## config.mk

```make
export PLATFORM = sky130hd
export DESIGN_NAME = mult_ctrl
export DESIGN_NICKNAME = d
export VERILOG_FILES = /design/src/rtl/mult_pkg.sv /design/src/rtl/mult_iter_cnt.sv /design/src/rtl/mult_ctrl.sv
export SDC_FILE = /design/constraint.sdc
export NUM_CORES = 1
export LEC_CHECK = 0
export BUFFER_PORTS_ARGS = -buffer_cell sky130_fd_sc_hd__buf_2
export CORE_AREA = 4 4 43 45
export DETAILED_ROUTE_END_ITERATION = 10
export DIE_AREA = 0 0 47 49
export PLACE_DENSITY = 0.54
export SLEW_MARGIN = 20
export SYNTH_ARGS = -nofsm -noshare
export SYNTH_HDL_FRONTEND = slang
export SYNTH_SLANG_ARGS = --single-unit
```

## constraint.sdc

```tcl
create_clock -name clk -period 1.86 [get_ports clk]
set_clock_uncertainty 0.05 [all_clocks]
set_input_delay 0.186 -clock clk [delete_from_list [all_inputs] [get_ports clk]]
set_output_delay 0.186 -clock clk [all_outputs]
set_load 0.005 [all_outputs]
```

## src/rtl/mult_pkg.sv

```systemverilog
// Shared state encoding and default sizing for the shift-add multiplier sequencer.
// Consumed by mult_ctrl and mult_iter_cnt.
package mult_pkg;

    localparam int N_DEF  = 4;
    localparam int CW_DEF = 3;

    typedef enum logic [2:0] {
        IDLE  = 3'd0,
        CLR   = 3'd1,
        LOAD  = 3'd2,
        ADD   = 3'd3,
        SHIFT = 3'd4,
        DONE  = 3'd5
    } state_e;

endpackage

```

## src/rtl/mult_iter_cnt.sv

```systemverilog
// Iteration counter for the multiplier sequencer: sync clear, enable, last-iteration flag.
// One-cycle update latency; no backpressure (driven purely by the FSM).
module mult_iter_cnt
    import mult_pkg::*;
#(
    parameter int N  = N_DEF,
    parameter int CW = CW_DEF
) (
    input  logic clk,
    input  logic rst_n,
    input  logic clr_i,
    input  logic en_i,
    output logic last_o
);

    logic [CW-1:0] count_q;
    logic [CW-1:0] count_d;

    always_comb begin
        count_d = count_q;
        if (clr_i) begin
            count_d = '0;
        end else if (en_i) begin
            count_d = count_q + CW'(1);
        end
    end

    always_ff @(posedge clk or negedge rst_n) begin
        if (!rst_n) begin
            count_q <= '0;
        end else begin
            count_q <= count_d;
        end
    end

    assign last_o = (count_q == CW'(N - 1));

endmodule

```

## src/rtl/mult_ctrl.sv

```systemverilog
// Shift-add multiplier sequencer: clr, ld, then N x (ldp, shp+shb), then a one-cycle done pulse.
// Latency 2N+3 cycles start-to-done; MULT_CTRL_SKIP_ZERO_ADD_EN bypasses ADD for zero multiplier bits.
module mult_ctrl
    import mult_pkg::*;
#(
    parameter int N  = N_DEF,
    parameter int CW = CW_DEF
) (
    input  logic clk,
    input  logic rst_n,
    input  logic start,
    input  logic qb0,
    output logic clr,
    output logic ld,
    output logic ldp,
    output logic shp,
    output logic shb,
    output logic busy,
    output logic done
);

    state_e state_q;
    state_e state_d;
    state_e iter_next;
    logic   cnt_last;
    logic   cnt_clr;
    logic   cnt_en;

    assign cnt_clr = (state_q == LOAD);
    assign cnt_en  = (state_q == SHIFT) && !cnt_last;

`ifdef MULT_CTRL_SKIP_ZERO_ADD_EN
    // qb0 already reflects the bit the coming iteration will consume.
    assign iter_next = qb0 ? ADD : SHIFT;
`else
    logic unused_qb0;
    assign unused_qb0 = qb0;
    assign iter_next  = ADD;
`endif

    always_comb begin
        state_d = IDLE;
        case (state_q)
            IDLE:    state_d = start ? CLR : IDLE;
            CLR:     state_d = LOAD;
            LOAD:    state_d = iter_next;
            ADD:     state_d = SHIFT;
            SHIFT:   state_d = cnt_last ? DONE : iter_next;
            DONE:    state_d = IDLE;
            default: state_d = IDLE;
        endcase
    end

    // Outputs are registered from the next state so they line up with state_q.
    always_ff @(posedge clk or negedge rst_n) begin
        if (!rst_n) begin
            state_q <= IDLE;
            clr     <= 1'b0;
            ld      <= 1'b0;
            ldp     <= 1'b0;
            shp     <= 1'b0;
            shb     <= 1'b0;
            busy    <= 1'b0;
            done    <= 1'b0;
        end else begin
            state_q <= state_d;
            clr     <= (state_d == CLR);
            ld      <= (state_d == LOAD);
            ldp     <= (state_d == ADD);
            shp     <= (state_d == SHIFT);
            shb     <= (state_d == SHIFT);
            busy    <= (state_d != IDLE);
            done    <= (state_d == DONE);
        end
    end

    mult_iter_cnt #(
        .N  (N),
        .CW (CW)
    ) u_iter_cnt (
        .clk    (clk),
        .rst_n  (rst_n),
        .clr_i  (cnt_clr),
        .en_i   (cnt_en),
        .last_o (cnt_last)
    );

endmodule

```

**After elaboration in Yosys (flattened, before gate mapping)**

Index checks and enable logic that the tools add are counted.
Widths: inputs -> output; s select.

- Add/subtract/negate cells: 1
- Equality and inequality tests: 10
- Multiplexer cells: 5
- Reductions and logical operators: 5

Operators by type and width:

| kind | count |
|---|---|
| $eq 3x2->1 const B | 5 |
| $pmux 3 s5 | 1 |
| $eq 3x3->1 const B | 3 |
| $mux 3 | 3 |
| $eq 3x1->1 const B | 2 |
| $add 3x1->3 const B | 1 |
| $logic_not 3->1 | 1 |
| $reduce_bool 3->1 | 1 |
| $reduce_bool 2->1 | 1 |
| $logic_and 1x1->1 | 1 |
| $logic_not 1->1 | 1 |
| $mux 1 | 1 |

- Bits in registers: 12
- Input port bits: 4
- Output and inout port bits: 7

**Depth between registers and ports, before layout**

Gate-level depths: netlist of the first run.

- Depth after elaboration: 5
- Mapped depth: 5
- Mapped depth without buffers: 5

**Hierarchy**

Synthesis of the first run repeated with hierarchy kept, for this count alone.

- Cell total of the unflattened synthesis: 38
- Area, all modules: 521.8 µm²

Modules (own cells, without submodules):

| module | instances | cells an instance | area an instance (µm²) | sequential area each (µm²) |
|---|---|---|---|---|
| mult_ctrl | 1 | 26 | 380.4 | 225.2 |
| mult_iter_cnt | 1 | 12 | 141.4 | 75.1 |

**Worst setup path after synthesis of the first run**

Ideal clock, no wire load.

- Path kind: register -> register
- Start point: register u_iter_cnt.count_q[0]
- End point: register u_iter_cnt.count_q[1]
- Setup time: 0.064 ns
- Arrival: 1.377 ns
- Required time: 1.746 ns
- Setup slack: 0.369 ns
- Cell stages (with the launch flop): 6
- Cell sequence: dfrtp_1 ha_1 ha_1 or3_4 o21ai_2 a22o_2

- Longest elaborated chain between the ends: 4
- Elaborated cells on any way between the ends: 7
- Classes of those cells: add/sub: 1; eq/ne: 1; mux: 2; reduce/logical: 3

Ends and longest elaborated chain:

| item | RTL line | text |
|---|---|---|
| start, declared | mult_iter_cnt.sv:16 | `logic [CW-1:0] count_q;` |
| start signal, assigned | mult_iter_cnt.sv:32 | `count_q <= count_d;` |
| parallel branches: the longest is 4 deep, another holds $add 3x1->3 | n/a |  |

Parallel ways; which one is timed is not known. The select of a mux whose other input is x is not followed.
A chain may end at the register's enable or synchronous reset.

**Worst setup path after layout of the first run**

- Start point: register u_iter_cnt.count_q[0]
- End point: register u_iter_cnt.count_q[2]

Same word-level chain as after synthesis.

==> results.yml, run 1 <==
die:
  die_w_um: 47
  start_util_pct: 36.9
  fp-row-count: 14
  ios: 11
  die_h_um: 49
  fp.dieArea_mm2: 0.00230
  core_mm2: 0.00147
setup_path:
  worstSetupPathType: "flip-flop to flip-flop"
  end_kind: "flip-flop"
  r2r-end: "u_iter_cnt.count_q[2]$_DFFE_PN0P_"
  cp_num_buf_inv: 0
  r2r-start: "u_iter_cnt.count_q[0]$_DFFE_PN0P_"
  slowest_stage: "dfrtp_1"
  rr_worst_depth: 5
  cpMostUsedCell: "ha_1"
  slowest_delay_ns: 0.42
  reg2reg_slack_ns: 0.28
  worstPathMaxFanout: 4
  start_kind: "flip-flop"
  cp_top_family: "flip-flops"
  arrival_ns: 1.75
  cp.required_ns: 2.03
  path_cells: "ha_1 -> ha_1 -> or3_4 -> o22ai_2 -> a22o_1"
global_routing:
  grt_max_degree: 13
  grt_pass1_vias: 339
  antenna_found_initial: 0
  grt_overflow: 0
  grt_pass1_wl_mm: 1.50
  track_usage_pct: 9.30
clocking:
  clkLatencyLatePin_ns: 0.28
  cts-root-buf: "clkbuf_4"
  cts_sinks: 12
  ctsHtreeMaxLevel: 1
  postCtsSetupBuffers: 0
  clk_pin_slew_worst_paths_ns: 0.08
  hold_buffers: 1
  cts_buffers: 3
  clockBufferDepth: 2
  cts_tree: "yes"
  ctsResizeCount: 0
route:
  detail_route.vias_per_cell: 4.89
  vias: 352
  avgRoutedWirePerCell_um: 12.2
  drt-initial-drc-count: 6
  drc_errors: 0
  routed_wl_um: 880
  firstDrtPassIters: 2
  drtAntennaViolNets: 0
logic_synthesis:
  synth_fp_nets: 52
  ys_seq_area_share_pct: 55.3
  syn-cell-area_um2: 543
  yosys-top-cells-area: "dfrtp_1 (55%), ha_1 (4.6%), a22o_1 (3.2%), o21ai_2 (3.2%), o21bai_1 (2.8%)"
  synthCells: 46
  synth_fa_ha_area_share_pct: 4.61
  yosysWarnings: 0
  synth_top_area_share_pct: 55.3
  synth_edf_count: 0
  synth_largest_area_cell: "dfrtp_1"
  yosys.area_share.simple_pct: 15.4
  avgSynthCellArea_um2: 11.8
  synth-main-ff-cell: "dfrtp_1"
  ys_async_sr_fraction_pct: 100
  synth_cell_types: 25
  ys_ff_latch: 12
  synth_top_family_by_area: "compound AO/OA/AOI/OAI gates"
  synth_mux_area_share_pct: 1.84
  synth-compound-area-share_pct: 15.7
  yosys.area_share.xor_xnor_pct: 0
place:
  numPortBuffers: 9
  post-dp-hpwl_um: 585
  gp_congestion: 0.658
finish:
  register_area_um2: 300
  final_nets: 63
  antenna_cells: 0
  layout-drive-gt1-share_pct: 33.9
  area.growth.synth_to_final_pct: 15.4
  fillers: 144
  multi_input_area_um2: 204
timing:
  slew_headroom_pct: 76.5
  setup_viol: 0
  worst_slew_pin_slew_ns: 0.353
  fin_crit_ns: 1.58
  max_freq_ghz: 0.634
  fin_crit_sh_pct: 84.8
  rsz0062_at_grt: "no"
  slew_violations: 0
  totalNegativeSetupSlack_ns: 0
  hold_viol: 0
job:
  drv_cap: 0
worst_hold_path:
  hold-path-endpoint: "clr$_DFF_PN0_"
  min_path_type: "input pin to flip-flop"
  worstHoldStart: "start"
  hold_depth: 2
power:
  total_power_uw: 991
  peakVddDrop_v: 0.000688
  powerDensity_mw_per_mm2: 1580
  leakagePower_nw: 0.315
outcome:
  status: "completed"
-- stage by stage --
step           instances  setup slack (ns)  instance area, um^2  hold slack, ns  utilization, %
2_1_floorplan         46             0.369                  543          -0.160               -
3_3_place_gp          67             0.295                  581          0.0307            39.5
3_5_place_dp          67             0.287                  581          0.0323            39.5
4_1_cts               72             0.275                  627           0.137            42.6
5_1_grt               72             0.217                  627           0.127            42.6
6_report              72             0.283                  627           0.144            42.6
-- cells in the final DEF, fill, tap and decap left out --
cell type,instances
mux2i_1,1
and2_2,1
a211oi_1,1
inv_1,3
nor4b_1,1
clkbuf_4,3
a21oi_1,1
clkbuf_8,1
a22o_1,2
nor3_1,1
nor2b_1,2
nor2_1,3
ha_1,2
o22ai_2,1
buf_2,9
o21bai_1,2
a22o_2,1
dlygate4sd3_1,1
or2_1,1
o21ai_2,2
nand2_1,2
or3_4,1
and3_1,1
nor3b_1,1
dfrtp_1,12
-- where the power goes --
part / switching (mW) / leakage (nW) / internal (mW)
clock: 0.0890 / 0.0210 / 0.119
combinational: 0.151 / 0.138 / 0.175
sequential: 0.107 / 0.156 / 0.350
total: 0.347 / 0.315 / 0.644
-- synthesized netlist by cell type (2+ instances only) --
master,instances
dfrtp_1,12
inv_1,3
nor2_1,3
a22o_1,2
ha_1,2
nand2_1,2
nor2b_1,2
o21ai_2,2
o21bai_1,2
-- logic make-up (layout without fill, tap and decap cells) --
kind of cell / Yosys count / in the layout
flip-flops: 12 / 12
AO/OA/AOI/OAI: 10 / 10
multiplexers: 1 / 1
adder cells (fa/ha/maj): 2 / 2
AND/OR/NAND/NOR: 14 / 14
buffers and inverters: 7 / 17
-- metal layers --
layer | vias up | GRT usage [%] | wire length, um
met4 | 0 | 4.15 | 21
met3 | 4 | 5.54 | 79
met2 | 11 | 12.2 | 354
met5 | - | 0 | 0
li1 | 176 | - | -
met1 | 161 | 12.0 | 425
-- how the worst max path moves through the flow --
stage	cells after the start	start	endpoint	slack, ns
global placement	5	u_iter_cnt.count_q[0]$_DFFE_PN0P_	u_iter_cnt.count_q[1]$_DFFE_PN0P_	0.29
global route	5	u_iter_cnt.count_q[0]$_DFFE_PN0P_	u_iter_cnt.count_q[2]$_DFFE_PN0P_	0.22
CTS	5	u_iter_cnt.count_q[0]$_DFFE_PN0P_	u_iter_cnt.count_q[2]$_DFFE_PN0P_	0.28
floorplan	5	u_iter_cnt.count_q[0]$_DFFE_PN0P_	u_iter_cnt.count_q[1]$_DFFE_PN0P_	0.37
detailed placement	5	u_iter_cnt.count_q[0]$_DFFE_PN0P_	u_iter_cnt.count_q[2]$_DFFE_PN0P_	0.29
finish	5	u_iter_cnt.count_q[0]$_DFFE_PN0P_	u_iter_cnt.count_q[2]$_DFFE_PN0P_	0.28
-- sequential cells by signal, summed over array words and instances, names as in the netlist --
signal,flops
clr,1
shb,1
ldp,1
ld,1
state_q,3
done,1
u_iter_cnt.count_q,3
busy,1
-- final cells by class --
| class | count | share of cell area, % |
|---|---|---|
| Clock buffer | 4 | 5.79 |
| Tap cell | 16 | 3.19 |
| Timing Repair Buffer | 10 | 8.78 |
| Inverter | 3 | 1.80 |
| Multi-Input combinational cell | 27 | 32.5 |
| Sequential cell | 12 | 47.9 |
No activity file was read; power rests on OpenSTA's default activity.
==> run 2, diff against run 1 <==
--- a/config.mk
+++ b/config.mk
@@ -5,10 +5,11 @@
 export SDC_FILE = /design/constraint.sdc
 export NUM_CORES = 1
 export LEC_CHECK = 0
+export ABC_AREA = 1
 export BUFFER_PORTS_ARGS = -buffer_cell sky130_fd_sc_hd__buf_2
-export CORE_AREA = 4 4 43 45
+export CORE_AREA = 4 4 42 44
 export DETAILED_ROUTE_END_ITERATION = 10
-export DIE_AREA = 0 0 47 49
+export DIE_AREA = 0 0 46 48
 export PLACE_DENSITY = 0.54
 export SLEW_MARGIN = 20
 export SYNTH_ARGS = -nofsm -noshare
==> constraint.sdc (replaced) <==
create_clock -name clk -period 1.55 [get_ports clk]
set_clock_uncertainty 0.05 [all_clocks]
set_input_delay 0.155 -clock clk [delete_from_list [all_inputs] [get_ports clk]]
set_output_delay 0.155 -clock clk [all_outputs]
set_load 0.005 [all_outputs]
==> run 2 against run 1 <==
  * Sequential cell count is the same
  * Non-clock buffer count stayed put
  * Setup slack got worse by 0.065 ns
  * Routed wire length down 11%
  * Register-to-register slack got worse by 0.06 ns
  * Cell count grew 11%
  * Worst hold slack worse by 0.047 ns
  * Combinational power rose by 13%
  * Sequential share of layout area up 2.4 points
  * Synthesized area is 6.7% lower
  * Largest cell class unchanged
==> results.yml, run 2 <==
outcome:
  status: "completed"
route:
  routed_wl_um: 783
  detail_route.vias_per_cell: 4.35
  drtAntennaViolNets: 0
  drc_errors: 0
  vias: 348
  avgRoutedWirePerCell_um: 9.79
  drt-initial-drc-count: 5
  firstDrtPassIters: 2
clocking:
  clockBufferDepth: 2
  postCtsSetupBuffers: 0
  cts_buffers: 3
  cts_tree: "yes"
  ctsHtreeMaxLevel: 1
  cts-root-buf: "clkbuf_4"
  clk_pin_slew_worst_paths_ns: 0.07
  clkLatencyLatePin_ns: 0.26
  cts_sinks: 12
  hold_buffers: 1
  ctsResizeCount: 0
power:
  peakVddDrop_v: 0.000562
  pwr-share-comb_pct: 34.9
  switching_share_pct: 36.8
  intPower_uw: 667
  leakagePower_nw: 0.359
  clockPowerShare_pct: 17.7
  power_frac_seq_pct: 47.4
  total_power_mw: 1.05
  powerDensity_mw_per_mm2: 1770
  switching_power_uw: 388
global_routing:
  track_usage_pct: 8.46
  grt_pass1_wl_mm: 1.25
  grt_overflow: 0
  grt_max_degree: 13
  grt_pass1_vias: 302
  antenna_found_initial: 0
logic_synthesis:
  yosysMostFrequentCell: "dfrtp_1"
  synth_top_area_share_pct: 59.3
  syn-cell-area_um2: 507
  synthCells: 52
  ys_async_sr_fraction_pct: 100
  synth-main-ff-cell: "dfrtp_1"
  synth_largest_area_cell: "dfrtp_1"
  avgSynthCellArea_um2: 9.74
  yosysWarnings: 0
  ys_seq_area_share_pct: 59.3
  synth_fp_nets: 58
  synth_edf_count: 0
  synth_cell_types: 13
  ys_ff_latch: 12
  yosys-top-cells-area: "dfrtp_1 (59%), nand2_1 (8.1%), nand3_1 (5.9%), inv_1 (5.9%), ha_1 (4.9%)"
  synth_commonest_cells: "dfrtp_1 (12), nand2_1 (11), inv_1 (8)"
timing:
  fin_crit_sh_pct: 85.9
  worst_slew_pin_slew_ns: 0.289
  hold-worst-slack_ns: 0.0967
  setup_viol: 0
  totalNegativeSetupSlack_ns: 0
  rsz0062_at_grt: "no"
  fin_ws_ns: 0.218
  hold_viol: 0
  slew_headroom_pct: 80.7
  slew_violations: 0
  fin_crit_ns: 1.33
  max_freq_ghz: 0.751
place:
  post-dp-hpwl_um: 586
  dp.cells: 76
  gp_congestion: 0.634
  postPlaceCellArea_um2: 564
  dp_slack_ns: 0.214
  numPortBuffers: 9
die:
  die_w_um: 46
  fp.dieArea_mm2: 0.00221
  fp-row-count: 14
  core_mm2: 0.00144
  die_h_um: 48
  ios: 11
  start_util_pct: 35.3
finish:
  antenna_cells: 0
  final_cell_mix: "dfrtp_1 (12), nand2_1 (11), buf_2 (9)"
  final_nets: 72
  fillers: 147
  utilization_pct: 41.6
  area.growth.synth_to_final_pct: 17.8
  layoutNonFillerInstCount: 80
  layout-drive-gt1-share_pct: 29.7
  final_common_cell: "dfrtp_1"
  top_regs: "state_q x3, u_iter_cnt.count_q x3"
  design_area_um2: 597
setup_path:
  worstPathMaxFanout: 6
  arrival_ns: 1.49
  end_kind: "flip-flop"
  r2r-start: "u_iter_cnt.count_q[0]$_DFFE_PN0P_"
  start_kind: "flip-flop"
  worstSetupPathType: "flip-flop to flip-flop"
  critPathLaunch: "u_iter_cnt.count_q[0]$_DFFE_PN0P_"
  cp.required_ns: 1.70
worst_hold_path:
  worstHoldStart: "start"
  min_path_type: "input pin to flip-flop"
job:
  drv_cap: 0
## run 2: per-layer routing
| layer | track usage, % | vias up | wire (um) |
|---|---|---|---|
| met2 | 12.1 | 8 | 359 |
| met1 | 9.71 | 157 | 372 |
| met3 | 3.76 | 0 | 51 |
| li1 | - | 183 | - |
| met5 | 0 | - | 0 |
| met4 | 6.82 | 0 | 0 |
## run 2: cell families (layout without fill, tap and decap cells)
kind of cell	Yosys count	in the layout	share of synthesized area [%]
adder cells (fa/ha/maj)	2	2	4.94
flip-flops	12	12	59.3
AO/OA/AOI/OAI	2	2	1.98
buffers and inverters	12	24	9.63
AND/OR/NAND/NOR	24	24	24.2
## run 2: area by class of cell
class / count / area [um^2] / area share [%]
Inverter: 11 / 41.3 / 6.92
Tap cell: 16 / 20.0 / 3.35
Clock buffer: 3 / 22.5 / 3.77
Sequential cell: 12 / 300 / 50.3
Timing Repair Buffer: 10 / 55.1 / 9.22
Multi-Input combinational cell: 28 / 158 / 26.4
## run 2: critical path: stages, from the launching register on
cell and delay (ns):
dfrtp_1 0.40, ha_1 0.20, ha_1 0.17, inv_1 0.09, nand3_2 0.15, inv_2 0.10, nand2_1 0.05, nand2_1 0.06
## run 2: path summary, 6_finish.rpt
kind                                                           to  slack [ns]  depth (start not counted)
worst max-delay path            u_iter_cnt.count_q[1]$_DFFE_PN0P_        0.22                          7
worst min-delay path                         state_q[0]$_DFF_PN0_         0.1                          3
worst max register to register  u_iter_cnt.count_q[1]$_DFFE_PN0P_        0.22                          7
worst min register to register  u_iter_cnt.count_q[2]$_DFFE_PN0P_        0.45                          2
max in group asynchronous                           ldp$_DFF_PN0_        0.98                          2
min in group asynchronous                           clr$_DFF_PN0_        0.24                          2
## run 2: power groups by stage
| stage | Combinational [mW] | Sequential, mW | Clock (mW) |
|---|---|---|---|
| final | 0.368 | 0.500 | 0.187 |
| after floorplan | 0.262 | 0.511 | 0 |
| after global placement | 0.371 | 0.506 | 0 |
| after CTS | 0.376 | 0.501 | 0.197 |
| after detailed placement | 0.373 | 0.508 | 0 |
| after global routing | 0.420 | 0.519 | 0.207 |
